File: src/rtl/uart_tx.sv
`default_nettype none
// ============================================================================
// Module   : uart_tx
// Purpose  : UART transmitter. Sends one DATA_BITS-wide word per accepted
//            request as a start bit, LSB-first data bits, an optional parity
//            bit and one stop bit. Bit timing comes from an external
//            OVERSAMPLE-times-baud tick (b_tick).
// Options  : define UART_TX_PARITY_EN to compile in the parity bit; the
//            PARITY_ODD parameter then selects odd (1) or even (0) parity.
// Revision : 1.0 - initial release
// ============================================================================
module uart_tx #(
  parameter int DATA_BITS  = 8,
  parameter int OVERSAMPLE = 16
`ifdef UART_TX_PARITY_EN
  ,
  parameter bit PARITY_ODD = 1'b0
`endif
) (
  input  logic                 clk,
  input  logic                 rst,
  input  logic                 b_tick,
  input  logic                 tx_start,
  input  logic [DATA_BITS-1:0] tx_data,
  output logic                 tx,
  output logic                 tx_busy,
  output logic                 tx_done
);

  // Counter widths; guarded so degenerate parameter values still elaborate.
  localparam int TICK_W = (OVERSAMPLE > 1) ? $clog2(OVERSAMPLE) : 1;
  localparam int BIT_W  = (DATA_BITS  > 1) ? $clog2(DATA_BITS)  : 1;

  localparam logic [TICK_W-1:0] TICK_LAST = TICK_W'(OVERSAMPLE - 1);
  localparam logic [BIT_W-1:0]  BIT_LAST  = BIT_W'(DATA_BITS - 1);

  // Frame sequencer states.
  typedef enum logic [2:0] {
    S_IDLE   = 3'd0,
    S_START  = 3'd1,
    S_DATA   = 3'd2,
`ifdef UART_TX_PARITY_EN
    S_PARITY = 3'd3,
`endif
    S_STOP   = 3'd4
  } state_t;

  state_t                state_q,    state_d;
  logic [TICK_W-1:0]     tick_cnt_q, tick_cnt_d;
  logic [BIT_W-1:0]      bit_cnt_q,  bit_cnt_d;
  logic [DATA_BITS-1:0]  shreg_q,    shreg_d;
  logic                  tx_q,       tx_d;
  logic                  tx_busy_q,  tx_busy_d;
  logic                  tx_done_q,  tx_done_d;
`ifdef UART_TX_PARITY_EN
  logic                  parity_q,   parity_d;
`endif

  // A bit period ends on the last oversample tick of the current bit.
  logic bit_end;
  assign bit_end = b_tick && (tick_cnt_q == TICK_LAST);

  // Next-state, counter, shift-register and registered-output computation.
  always_comb begin
    state_d    = state_q;
    tick_cnt_d = tick_cnt_q;
    bit_cnt_d  = bit_cnt_q;
    shreg_d    = shreg_q;
    tx_done_d  = 1'b0;
`ifdef UART_TX_PARITY_EN
    parity_d   = parity_q;
`endif

    // Oversample counter runs only while a frame is in flight; a tick that
    // coincides with acceptance in IDLE is deliberately not counted.
    if (state_q != S_IDLE && b_tick) begin
      if (bit_end) begin
        tick_cnt_d = '0;
      end else begin
        tick_cnt_d = tick_cnt_q + 1'b1;
      end
    end

    case (state_q)
      S_IDLE: begin
        if (tx_start) begin
          shreg_d    = tx_data;
          tick_cnt_d = '0;
          bit_cnt_d  = '0;
`ifdef UART_TX_PARITY_EN
          // Parity is taken from the captured word, before any shifting.
          parity_d   = (^tx_data) ^ PARITY_ODD;
`endif
          state_d    = S_START;
        end
      end

      S_START: begin
        if (bit_end) begin
          state_d = S_DATA;
        end
      end

      S_DATA: begin
        if (bit_end) begin
          shreg_d = shreg_q >> 1;
          if (bit_cnt_q == BIT_LAST) begin
            bit_cnt_d = '0;
`ifdef UART_TX_PARITY_EN
            state_d   = S_PARITY;
`else
            state_d   = S_STOP;
`endif
          end else begin
            bit_cnt_d = bit_cnt_q + 1'b1;
          end
        end
      end

`ifdef UART_TX_PARITY_EN
      S_PARITY: begin
        if (bit_end) begin
          state_d = S_STOP;
        end
      end
`endif

      S_STOP: begin
        if (bit_end) begin
          state_d   = S_IDLE;
          tx_done_d = 1'b1;
        end
      end

      default: begin
        state_d    = S_IDLE;
        tick_cnt_d = '0;
        bit_cnt_d  = '0;
      end
    endcase

    // Outputs are registered from the next state so tx changes exactly at
    // the bit boundary and busy rises the cycle after acceptance.
    tx_busy_d = (state_d != S_IDLE);
    case (state_d)
      S_START:  tx_d = 1'b0;
      S_DATA:   tx_d = shreg_d[0];
`ifdef UART_TX_PARITY_EN
      S_PARITY: tx_d = parity_d;
`endif
      default:  tx_d = 1'b1;
    endcase
  end

  // Single state register for the sequencer and its registered outputs.
  always_ff @(posedge clk) begin
    if (rst) begin
      state_q    <= S_IDLE;
      tick_cnt_q <= '0;
      bit_cnt_q  <= '0;
      shreg_q    <= '0;
      tx_q       <= 1'b1;
      tx_busy_q  <= 1'b0;
      tx_done_q  <= 1'b0;
`ifdef UART_TX_PARITY_EN
      parity_q   <= 1'b0;
`endif
    end else begin
      state_q    <= state_d;
      tick_cnt_q <= tick_cnt_d;
      bit_cnt_q  <= bit_cnt_d;
      shreg_q    <= shreg_d;
      tx_q       <= tx_d;
      tx_busy_q  <= tx_busy_d;
      tx_done_q  <= tx_done_d;
`ifdef UART_TX_PARITY_EN
      parity_q   <= parity_d;
`endif
    end
  end

  assign tx      = tx_q;
  assign tx_busy = tx_busy_q;
  assign tx_done = tx_done_q;

endmodule
`default_nettype wire

File: config.mk
export PLATFORM = sky130hd
export DESIGN_NAME = uart_tx
export DESIGN_NICKNAME = d
export VERILOG_FILES = /design/src/rtl/uart_tx.sv
export SDC_FILE = /design/constraint.sdc
export NUM_CORES = 1
export LEC_CHECK = 0
export CORE_MARGIN = 10
export CORE_UTILIZATION = 30
export CTS_BUF_LIST = sky130_fd_sc_hd__clkbuf_4
export DETAILED_ROUTE_END_ITERATION = 8
export SLEW_MARGIN = 10
export SYNTH_ARGS = -nofsm -noshare
export SYNTH_HDL_FRONTEND = slang
export SYNTH_SLANG_ARGS = --single-unit
File: constraint.sdc
create_clock -name clk -period 2 [get_ports clk]
set_input_delay 0.3 -clock clk [delete_from_list [all_inputs] [get_ports clk]]
set_output_delay 0.3 -clock clk [all_outputs]
set_load 0.005 [all_outputs]
==> results.py <==
metrics = {
    "outcome": {
        "outcome": "complete, no violations",
    },
    "global_route": {
        "grt_use_met2_pct": 10.3,
        "met1_usage_pct": 7.62,
        "globalRoute.busiestLayer": "met2",
        "grt_use_met3_pct": 3.46,
        "gr-total-overflow": 0,
        "antenna_found_initial": 0,
        "grt_pass1_wl_um": 3310,
        "grt_max_degree": 13,
        "grt_pass1_vias": 777,
        "grt.total_usage_pct": 6.47,
    },
    "floorplan": {
        "coreArea_mm2": 0.00313,
        "io_pins": 15,
        "die_h_um": 77.8,
        "rows": 20,
        "dieArea_mm2": 0.00605,
        "die_w_um": 77.8,
        "start_util_pct": 32.0,
    },
    "flow_run": {
        "drv_cap": 0,
    },
    "worst_setup_path": {
        "r2r.worst_path.cells": 6,
        "cp.depth": 6,
        "cp-startpoint": "tick_cnt_q[0]",
        "cp-start-kind": "flip-flop",
        "cpPeakStageDelay_ns": 0.39,
        "timing.critical_path.buf_inv": 0,
        "cp_data_required_time_ns": 2.19,
        "path_delay_family": "simple AND/OR/NAND/NOR gates",
        "critPathMaxFanout": 8,
        "crit_path_end_kind": "flip-flop",
        "crit_arrival_ns": 1.96,
        "critPathSlowestCell": "a221o_1",
        "path_cells": "ha_1 -> and4_4 -> and2_1 -> a221o_1 -> o21ai_1 -> nand2b_1",
        "critPathKind": "flip-flop to flip-flop",
        "rr_startpoint": "tick_cnt_q[0]",
    },
    "cts": {
        "clockBufferDepth": 2,
        "path_clk_slew_ns": 0.10,
        "cts.root.buffer_cell": "clkbuf_4",
        "htree_num_levels": 1,
        "clock_latency_ns": 0.30,
        "cts_tree": "done",
        "numClockSinks": 21,
        "cts.repair.resized": 0,
        "numCtsBuffers": 3,
        "cts_hold_buf": 0,
        "postCtsSetupBuffers": 0,
    },
    "logic_synthesis": {
        "ys_warn_count": 0,
        "synth_top_area_cell": "dfxtp_1",
        "avgSynthCellArea_um2": 9.37,
        "synth_flop_cell": "dfxtp_1",
        "synthArstFlopShare_pct": 0,
        "yosys.area.top_type_share_pct": 41.9,
        "syn_area_mm2": 0.00100,
        "synthTopCellsByArea": "dfxtp_1, a21oi_1, a22oi_1",
        "synth.distinct_cells": 37,
        "synth-seq-cells": 21,
        "synth_cells": 107,
        "synth-edff-count": 0,
        "yosysSeqAreaShare_pct": 41.9,
        "syn_nets": 122,
    },
    "sta": {
        "grt_setup_unrepaired": "false",
        "final-setup-viol-count": 0,
        "fmax_ghz": 0.565,
        "period_share_pct": 88.6,
        "clock_skew_ns": 0.00819,
        "hold_viol_final": 0,
        "tns_ns": 0,
        "worst_slack_ns": 0.229,
        "finalCriticalPeriod_ns": 1.77,
        "slew_headroom_pct": 70.4,
        "worst_pin_slew_ns": 0.444,
        "slew_viol_final": 0,
    },
    "route": {
        "drtIter0Drc": 43,
        "drc_errors": 0,
        "drt_pass1_iterations": 4,
        "wl_um": 1980,
        "vias": 819,
        "viasPerCell": 4.93,
        "wl_per_cell_um": 11.9,
        "detail-route-antenna-nets": 0,
    },
    "final_layout": {
        "final_nets": 138,
        "diodes": 0,
        "drive_above_1_share_pct": 13.1,
        "layoutNonFillerInstCount": 166,
        "fillers": 337,
        "area_growth_pct": 19.7,
        "fin_area_mm2": 0.00120,
        "final_cell_mix": "dfxtp_1, a21oi_1, clkdlybuf4s50_1",
        "layout_commonest_cell": "dfxtp_1",
    },
    "placement": {
        "port_buffers": 14,
        "post_dp_cell_area_mm2": 0.00117,
        "hpwl_um": 1480,
        "place_inst": 162,
        "place_ws_ns": 0.113,
        "gp_congestion": 0.761,
    },
    "power": {
        "swShare_pct": 23.0,
        "p_per_area_mw_per_mm2": 635,
        "p_switching_w": 0.000175,
        "vdd_drop_max_mv": 0.395,
        "leakagePower_nw": 0.429,
        "p_int_w": 0.000587,
        "comb_power_share_pct": 13.2,
        "seq_power_share_pct": 59.0,
        "clockPowerShare_pct": 27.7,
    },
    "hold_path": {
        "min_path_type": "flip-flop to flip-flop",
        "hold_path_depth": 2,
        "hold_start": "shreg_q[5]",
    },
}
state kept, by name, summed over array words and instances, names as in the netlist:
| name | count |
|---|---|
| bit_cnt_q | 3 |
| shreg_q | 8 |
| state_q | 3 |
| tick_cnt_q | 4 |
| tx | 1 |
| tx_busy | 1 |
| tx_done | 1 |
cell type report:
| cell class | count | area [um^2] | area share [%] |
|---|---|---|---|
| Multi-Input combinational cell | 79 | 524 | 43.7 |
| Sequential cell | 21 | 420 | 35.0 |
| Timing Repair Buffer | 18 | 170 | 14.2 |
| Tap cell | 44 | 55.1 | 4.59 |
| Clock buffer | 4 | 30.0 | 2.50 |
tightest hold or removal path: stages (launching register included):
cell and delay, ns:
dfxtp_1 0.32, nand2_1 0.05, a21oi_1 0.05
cells by family after synthesis:
group	count (synthesis)	share of synthesized area, %
adders and majority gates	3	3.75
xor gates and xnor gates	1	0.874
buffers and inverters	7	5.74
muxes	3	3.12
AOI/OAI and AO/OA	32	21.2
DFF	21	41.9
and+or+nand+nor	40	23.3
layer usage:
layer | wire, um | share of wire, % | vias up
met5 | 0 | 0 | -
met4 | 10 | 0.50 | 0
met3 | 108 | 5.5 | 2
met2 | 859 | 43 | 14
met1 | 1000 | 51 | 381
li1 | - | - | 422
synth_stat cells, types with 2 or more instances:
cell type,n
nand2_1,12
nor2b_1,4
a21oi_1,14
buf_4,2
o221a_2,2
buf_6,3
a22oi_1,7
o21ai_0,2
mux2i_1,2
dfxtp_1,21
nor3b_1,2
ha_1,3
nor2_1,8
and2_1,2
metrics by stage:
| stage | hold slack (ns) | total power (W) | util (%) |
|---|---|---|---|
| 2_1_floorplan | 0.380 | 0.000517 | - |
| 3_3_place_gp | 0.444 | 0.000560 | 37.4 |
| 3_5_place_dp | 0.453 | 0.000562 | 37.4 |
| 4_1_cts | 0.470 | 0.000777 | 38.4 |
| 5_1_grt | 0.505 | 0.000806 | 38.4 |
| 6_report | 0.463 | 0.000763 | 38.4 |
final timing paths:
path	slack [ns]	endpoint
worst max register to register	0.23	tx
worst max-delay path	0.23	tx
worst min-delay path	0.46	shreg_q[5]
worst min register to register	0.46	shreg_q[5]
power groups by stage:
stage                     combinational, W  sequential, W  clock, W
final                             0.000101       0.000450  0.000211
after global routing              0.000112       0.000454  0.000241
after CTS                         0.000102       0.000450  0.000224
after detailed placement          0.000102       0.000460         0
after global placement            0.000100       0.000460         0
after floorplan                  0.0000629       0.000454         0
(Power assumes the default switching activity.)
==> patch, RTL diff (same settings) <==
Add a define of `UART_TX_PARITY_EN`.
--- a/src/rtl/uart_tx.sv
+++ b/src/rtl/uart_tx.sv
@@ -10,4 +10,6 @@
 // Revision : 1.0 - initial release
 // ============================================================================
+`define UART_TX_PARITY_EN
+
 module uart_tx #(
   parameter int DATA_BITS  = 8,
Function: same outputs for any inputs over 10 cycles, from zero or initial values and one cycle with rst high; that may be too few to reach the edited logic, so the function may still have changed.
==> patch against the original RTL <==
Worst setup slack worse by 0.082 ns. Area after synthesis increased by 4.5%. Cell count is 13% higher. Non-clock buffer count is 7 higher. Power up 5.6%. Routed wire length increased by 16%. Count of clock-buffer cells in the layout down 1. Die area is 3.3% higher. Core utilization grew 0.89 points. Via count is 10% higher. Sequential power rose by 3%. Design area increased by 10%. Clock skew shrank 0.0047 ns. Sequential cell count increased by 1. Critical path type unchanged.
==> patch: results <==
metrics = {
    "sta": {
        "tightestPinTransition_ns": 0.351,
        "fmax_mhz": 540,
        "hold_ws_ns": 0.462,
        "finalSetupTns_ns": 0,
        "skew_ns": 0.00350,
    },
    "grt": {
        "grt.total_usage": 0.0771,
        "grt_start_max_net_pins": 13,
        "grt_pass1_wl_um": 3920,
        "grt_pass1_vias": 878,
        "antenna_found_initial": 0,
    },
    "worst_setup_path": {
        "reg2reg_slack_ns": 0.15,
        "r2r_cells": 6,
        "slowest_delay_ns": 0.41,
        "cp_slowest_cell": "dfxtp_1",
        "crit_fanout": 5,
        "cp.arrival_ns": 2.07,
    },
    "cells_and_area": {
        "reg_top3": "shreg_q x8, tick_cnt_q x4",
        "antenna_cells": 0,
        "fin_nets": 157,
        "fin_cells": 187,
        "layout-drive-gt1-share": 0.121,
    },
    "clock_network": {
        "numCtsBuffers": 3,
        "h-tree-depth": 1,
        "cts_resized": 0,
        "post_cts.repair.setup_buffers": 0,
        "clock_path_buffers": 2,
        "clkTransAtPathRegs_ns": 0.13,
    },
    "placement": {
        "post-place-ws_ns": -0.0600,
        "dp_hpwl_um": 1810,
        "placed_area_um2": 1290,
        "gp_congestion": 0.831,
        "io_buffers": 14,
        "dp_cells": 183,
    },
    "synthesis": {
        "ys_top_cells_by_area": "dfxtp_1 42%, a21oi_1 6.2%, xnor2_1 5.9%",
        "yosysWarnings": 0,
        "netlist_top_cells_count": "22 x dfxtp_1, 16 x nor2_1, 13 x a21oi_1, 12 x nand2_1, 8 x a22oi_1",
        "seq_area_frac_synth": 0.421,
        "synth_cell_types": 36,
        "synth_cells": 118,
        "syn-num-nets": 133,
    },
    "power": {
        "internal-power_uw": 599,
        "vdd_drop_max_v": 0.000179,
        "leakage_uw": 0.000485,
    },
    "worst_hold_path": {
        "hold_path.class": "flop to flop",
        "holdPathStages": 2,
    },
    "status": {
        "status": "finished, final reports clean",
    },
    "detailed_routing": {
        "dr.pass1.iters": 4,
        "routed_wl_um": 2300,
        "vias": 901,
        "drt_iter0_markers": 66,
    },
}
-- patch: worst paths after layout --
check,from,end
setup / recovery,tick_cnt_q[0],tx
hold / removal,shreg_q[2],shreg_q[2]
setup reg to reg,tick_cnt_q[0],tx
hold reg to reg,shreg_q[2],shreg_q[2]
-- patch: cell families after synthesis --
kind of cell,Yosys count,synth area share
DFF,22,0.421
and+or+nand+nor,42,0.202
adders and majority gates,3,0.0358
xor gates and xnor gates,8,0.0669
buffers and inverters,7,0.0358
AOI/OAI and AO/OA,33,0.210
muxes,3,0.0287
-- patch: cell type report --
class,count,area [um^2]
tap,46,57.6
clock inverter,1,3.75
timing repair buffer,25,223
sequential,22,440
multi-input combinational,89,569
fill,364,2040
inverter,1,3.75
clock buffer,3,22.5
-- patch: power groups by stage --
stage | registers, uW | logic [uW] | clock network (uW)
2_1_floorplan | 472 | 76.7 | 0
3_3_place_gp | 475 | 126 | 0
3_5_place_dp | 474 | 129 | 0
4_1_cts | 465 | 129 | 219
5_1_grt | 468 | 142 | 237
6_report | 465 | 128 | 212
-- patch: critical path, delay by kind of cell (launching register included) --
family	cells	cell delay (ns)
fa+ha+maj	1	0.19
compound gates	2	0.59
flops	1	0.41
simple gates	3	0.56
-- patch: metal layers --
metal / part of all wire / global-route usage / wire (um) / up-vias
met5: 0 / 0 / 0 / -
met4: 0.015 / 0.0376 / 34 / 0
met3: 0.060 / 0.0293 / 138 / 4
met2: 0.48 / 0.119 / 1100 / 19
met1: 0.45 / 0.0914 / 1030 / 405
li1: - / - / - / 473
